$ cat src/rtl/adders_pkg.sv
// Shared definitions for the adder-area blocks: product width, accumulator
// FSM state encodings and a generic saturating-add helper.
package adders_pkg;

  localparam int unsigned PROD_W = 8;

  localparam logic [0:0] ACCUM = 1'b0;
  localparam logic [0:0] HOLD  = 1'b1;

  // Returns {overflow, min(a + b, 2^w - 1)} for widths up to 32 bits.
  function automatic logic [32:0] sat_add(input logic [31:0] a, input logic [31:0] b,
                                          input int unsigned w);
    logic [32:0] full;
    logic [32:0] max;
    full = {1'b0, a} + {1'b0, b};
    max  = (33'd1 << w) - 33'd1;
    if (full > max) return {1'b1, max[31:0]};
    return {1'b0, full[31:0]};
  endfunction

endpackage

$ cat src/rtl/prod_accum_if.sv
// Product-in / frame-sum-out handshake bundle for prod_accum.
interface prod_accum_if
  import adders_pkg::*;
#(
  parameter int unsigned PW = PROD_W,
  parameter int unsigned AW = 11
);
  logic [PW-1:0] P;
  logic          p_valid;
  logic          p_ready;
  logic [AW-1:0] S;
  logic          s_valid;
  logic          s_ready;
  logic          ovf;
  logic [7:0]    cnt;

  modport master (output P, p_valid, s_ready, input p_ready, S, s_valid, ovf, cnt);
  modport slave  (input P, p_valid, s_ready, output p_ready, S, s_valid, ovf, cnt);
endinterface

$ cat src/rtl/sat_adder.sv
// Combinational unsigned saturating adder; clamps to all-ones on carry out.
module sat_adder #(
  parameter int unsigned AW = 11
) (
  input  logic [AW-1:0] a_i,
  input  logic [AW-1:0] b_i,
  output logic [AW-1:0] sum_o,
  output logic          ovf_o
);
  logic [AW:0] full;

  always_comb begin
    full  = {1'b0, a_i} + {1'b0, b_i};
    ovf_o = full[AW];
    sum_o = full[AW] ? {AW{1'b1}} : full[AW-1:0];
  end
endmodule

$ cat src/rtl/prod_accum.sv
// Frame accumulator: sums COUNT products with saturation, then holds the total
// until the consumer takes it.
module prod_accum
  import adders_pkg::*;
#(
  parameter int unsigned PW    = PROD_W,
  parameter int unsigned AW    = 11,
  parameter int unsigned COUNT = 8
) (
  input  logic         clk,
  input  logic         rst_n,
  input  logic         clr,
  prod_accum_if.slave  bus
);
  logic [0:0]    state_q, state_d;
  logic [AW-1:0] acc_q, acc_d;
  logic [AW-1:0] s_q, s_d;
  logic [7:0]    cnt_q, cnt_d;
  logic          ovf_int_q, ovf_int_d;
  logic          ovf_q, ovf_d;
  logic          s_valid_q, s_valid_d;

  logic [AW-1:0] p_ext;
  logic [AW-1:0] sum;
  logic          add_ovf;
  logic          accept;
  logic          last;

  assign p_ext  = AW'(bus.P);
  assign accept = bus.p_valid && (state_q == ACCUM);
  assign last   = (cnt_q == 8'(COUNT - 1));

  sat_adder #(.AW(AW)) u_add (
    .a_i   (acc_q),
    .b_i   (p_ext),
    .sum_o (sum),
    .ovf_o (add_ovf)
  );

  always_comb begin
    state_d   = state_q;
    acc_d     = acc_q;
    s_d       = s_q;
    cnt_d     = cnt_q;
    ovf_int_d = ovf_int_q;
    ovf_d     = ovf_q;
    s_valid_d = s_valid_q;
    unique case (state_q)
      ACCUM: begin
        if (accept) begin
          if (last) begin
            s_d       = sum;
            ovf_d     = ovf_int_q | add_ovf;
            s_valid_d = 1'b1;
            acc_d     = '0;
            cnt_d     = '0;
            ovf_int_d = 1'b0;
            state_d   = HOLD;
          end else begin
            acc_d     = sum;
            cnt_d     = cnt_q + 8'd1;
            ovf_int_d = ovf_int_q | add_ovf;
          end
        end
      end
      HOLD: begin
        if (bus.s_ready) begin
          s_valid_d = 1'b0;
          state_d   = ACCUM;
        end
      end
    endcase
  end

  // clr aborts exactly like reset and overrides any handshake in the same cycle.
  always_ff @(posedge clk) begin
    if (!rst_n || clr) begin
      state_q   <= ACCUM;
      acc_q     <= '0;
      s_q       <= '0;
      cnt_q     <= '0;
      ovf_int_q <= 1'b0;
      ovf_q     <= 1'b0;
      s_valid_q <= 1'b0;
    end else begin
      state_q   <= state_d;
      acc_q     <= acc_d;
      s_q       <= s_d;
      cnt_q     <= cnt_d;
      ovf_int_q <= ovf_int_d;
      ovf_q     <= ovf_d;
      s_valid_q <= s_valid_d;
    end
  end

  assign bus.p_ready = (state_q == ACCUM);
  assign bus.S       = s_q;
  assign bus.s_valid = s_valid_q;
  assign bus.ovf     = ovf_q;
  assign bus.cnt     = cnt_q;
endmodule

$ cat src/flat_wrapper.sv
// flat-port wrapper written by rule: the top's interface ports become plain ports
module prod_accum_flat import adders_pkg::*;
#(
  parameter int unsigned PW    = PROD_W,
  parameter int unsigned AW    = 11,
  parameter int unsigned COUNT = 8
)
  (clk, rst_n, clr, bus_P, bus_p_valid, bus_s_ready, bus_p_ready, bus_S, bus_s_valid, bus_ovf, bus_cnt);
  prod_accum_if #(.PW(PW), .AW(AW)) bus_i ();
  input  logic clk;
  input  logic rst_n;
  input  logic clr;
  input wire logic [$bits(bus_i.P)-1:0] bus_P;
  input wire logic [$bits(bus_i.p_valid)-1:0] bus_p_valid;
  input wire logic [$bits(bus_i.s_ready)-1:0] bus_s_ready;
  output wire logic [$bits(bus_i.p_ready)-1:0] bus_p_ready;
  output wire logic [$bits(bus_i.S)-1:0] bus_S;
  output wire logic [$bits(bus_i.s_valid)-1:0] bus_s_valid;
  output wire logic [$bits(bus_i.ovf)-1:0] bus_ovf;
  output wire logic [$bits(bus_i.cnt)-1:0] bus_cnt;
  assign bus_i.P = bus_P;
  assign bus_i.p_valid = bus_p_valid;
  assign bus_i.s_ready = bus_s_ready;
  assign bus_p_ready = bus_i.p_ready;
  assign bus_S = bus_i.S;
  assign bus_s_valid = bus_i.s_valid;
  assign bus_ovf = bus_i.ovf;
  assign bus_cnt = bus_i.cnt;
  prod_accum #(.PW(PW), .AW(AW), .COUNT(COUNT)) u_core (.clk(clk), .rst_n(rst_n), .clr(clr), .bus(bus_i));
endmodule
$ cat config.mk
export PLATFORM = sky130hd
export DESIGN_NAME = prod_accum_flat
export DESIGN_NICKNAME = d
export VERILOG_FILES = /design/src/rtl/adders_pkg.sv /design/src/rtl/prod_accum_if.sv /design/src/rtl/sat_adder.sv /design/src/rtl/prod_accum.sv /design/src/flat_wrapper.sv
export SDC_FILE = /design/constraint.sdc
export NUM_CORES = 1
export LEC_CHECK = 0
export ABC_AREA = 1
export BUFFER_PORTS_ARGS = -buffer_cell sky130_fd_sc_hd__buf_4
export CORE_MARGIN = 2
export CORE_UTILIZATION = 24
export CTS_BUF_LIST = sky130_fd_sc_hd__clkbuf_2 sky130_fd_sc_hd__clkbuf_4 sky130_fd_sc_hd__clkbuf_8
export CTS_CLUSTER_SIZE = 14
export DETAILED_ROUTE_END_ITERATION = 10
export PLACE_DENSITY_LB_ADDON = 0.2
export SETUP_SLACK_MARGIN = 0.15
export SYNTH_ARGS = -nofsm -noshare
export SYNTH_HDL_FRONTEND = slang
export SYNTH_SLANG_ARGS = --single-unit
export TNS_END_PERCENT = 5
$ cat constraint.sdc
create_clock -name clk -period 2.1 [get_ports clk]
set_input_delay 0.21 -clock clk [delete_from_list [all_inputs] [get_ports clk]]
set_output_delay 0.21 -clock clk [all_outputs]
set_load 0.01 [all_outputs]
==> flow_summary.toml <==
[critical_path]
worst_ep_required_time_ps = 2330
endpoint_kind = "register"
critical_path_class = "reg2reg"
path_max_fanout = 7
rrSetupSlack_ps = 330
arrival_ps = 1990
cp-start-kind = "register"

[drt]
drc_errors = 0
routed_wl_um = 5090
final_antenna_net_count = 0
via_count = 1914
firstDrtPassIters = 4
via_per_inst = 4.36
wl_per_cell_um = 11.6
drt_iter0_drc = 66

[cells_and_area]
diodes = 0
final_cell_mix = "104 x nand2_1, 39 x buf_4, 37 x inv_1, 34 x dfxtp_1, 29 x nand3_1"
final_layout_size_suffix_gt1_frac = 0.217
syn_to_final_growth_pct = 26.0
postLayoutCellArea_mm2 = 0.00246
fin_nets = 359
layout_commonest_cell = "nand2_1"

[global_routing]
track_usage = 0.124
antenna_found_initial = 0
grt_pass1_wl_um = 8630
grt_pass1_vias = 1850
grt_max_degree = 15
overflow = 0

[clock_tree]
cts_root_buf = "clkbuf_8"
cts_tree = "yes"
cts_buffer_depth = 2
worstSkewPairLatency_ps = 290
clk_transition_reported_paths_ps = 80
cts_buffers = 5
htree_num_levels = 2
cts_sinks = 34

[place]
placed_area_mm2 = 0.00235
io_buffer_count = 34
dp_hpwl_um = 3960
gp_congestion = 0.808
place_ws_ps = 141

[sta]
fin_ws_ps = 334
finalCritPeriodShare = 0.841
min_period_ps = 1770
setup_tns_ps = 0
worst_pin_slew_ps = 560
rsz0062_at_grt = "no"
relSlewSlack = 0.626
skew_ps = 7.93
setup_viol = 0
slew_violations = 0
max_freq_mhz = 566
finalHoldViolations = 0

[run]
max_cap_viol_count = 0

[power]
total_power_uw = 1360
vdd_ir_drop_max_mv = 0.190
cellPowerDensity_mw_per_mm2 = 551
p_leak_uw = 0.00121

[die]
chipHeight_um = 94.3
fp.coreArea_mm2 = 0.00781
die-width_um = 94.3
num_rows = 32
dieArea_mm2 = 0.00889
boundaryPins = 35
initial_core_util = 0.251

[yosys]
ys_async_sr_fraction = 0
syn_area_mm2 = 0.00196
ys.flop_type = "dfxtp_1"
syn_area_per_cell_um2 = 6.61
ys_types = 27
synth-edff-count = 0
seq_area_frac_synth = 0.348
synthCells = 296
synth_nets = 319
synth_warnings = 0
synth_seq_cells = 34

[status]
status = "complete, no violations"

[hold_path]
hp-class = "in2reg"
-- routing by layer --
metal | vias to the layer above | share of wire | global-route usage | wire [µm]
met4 | 0 | 0.0082 | 0.0290 | 42
li1 | 1014 | - | - | -
met3 | 5 | 0.053 | 0.0313 | 272
met1 | 859 | 0.47 | 0.158 | 2410
met5 | - | 0 | 0 | 0
met2 | 36 | 0.47 | 0.210 | 2370
-- path summary, 6_finish.rpt --
kind	start	to	cells past startpoint
hold reg to reg	u_core.bus.S[4]	u_core.bus.S[4]	2
hold / removal	bus_s_ready	u_core.state_q	2
setup reg to reg	u_core.acc_q[7]	u_core.acc_q[4]	10
setup / recovery	u_core.acc_q[7]	u_core.acc_q[4]	10
-- kinds of logic after synthesis --
group	Yosys count	synth area share
simple gates	178	0.415
buf+inv	47	0.0914
flops	34	0.348
compound gates	25	0.0691
fa+ha+maj	10	0.0678
xor+xnor	2	0.00895
-- through the flow --
step / util / cells / hold WS [ps]
final: 0.316 / 439 / 106
after floorplan: - / 296 / 313
after CTS: 0.313 / 439 / 99.1
after global placement: 0.301 / 431 / 410
after global routing: 0.316 / 439 / 103
after detailed placement: 0.301 / 431 / 419
-- timing repair --
| item | in CTS | in global routing |
|---|---|---|
| setup endpoints to repair | 1 | 6 |
| setup buffers | 0 | 0 |
| cloned | 0 | 0 |
| hold buffers | 0 | 0 |
| resized for setup | 1 | 6 |
| pin swaps | 0 | 0 |
-- worst max-delay path, cell delays in order, from the launching register on --
cell     delay [ps]
dfxtp_1         320
ha_1            370
nand2_2         100
nor2_1          160
nand2_1         110
nor2_4          120
nor2_4           50
buf_4           160
nand2_1         120
nand2_1          60
a21oi_1         120
-- sequential cells by signal, summed over array words and instances, names as in the netlist --
signal / flops
u_core.state_q: 1
u_core.bus.S: 11
u_core.acc_q: 11
u_core.bus.ovf: 1
u_core.bus.cnt: 8
u_core.ovf_int_q: 1
u_core.bus.s_valid: 1
-- cell type report --
type,count,area (µm²)
fillers,907,5340
multi-input cells,215,1110
flip-flops and latches,34,681
repair buffers,39,293
inverters,41,154
well taps,102,128
clock buffers,7,90.1
clock inverters,1,5.00
-- synth_stat cells (3+ instances only) --
cell,number,area [µm²]
nand3_2,5,50.1
nand2_1,104,390
nand4_1,3,18.8
dfxtp_1,34,681
o21ai_0,3,15.0
inv_2,3,11.3
clkbuf_1,4,15.0
inv_1,38,143
ha_1,9,113
nand3_1,30,150
nand2_2,3,18.8
nor2_1,20,75.1
nor3b_1,4,30.0
a21oi_1,17,85.1
-- power by group --
group | internal [µW] | leakage [µW] | total (µW) | switching (µW)
registers | 652 | 0.000275 | 657 | 5.20
clock network | 278 | 0.0000517 | 531 | 253
logic | 63.0 | 0.000881 | 169 | 106
Note: power is estimated with default switching activity, not from simulation.
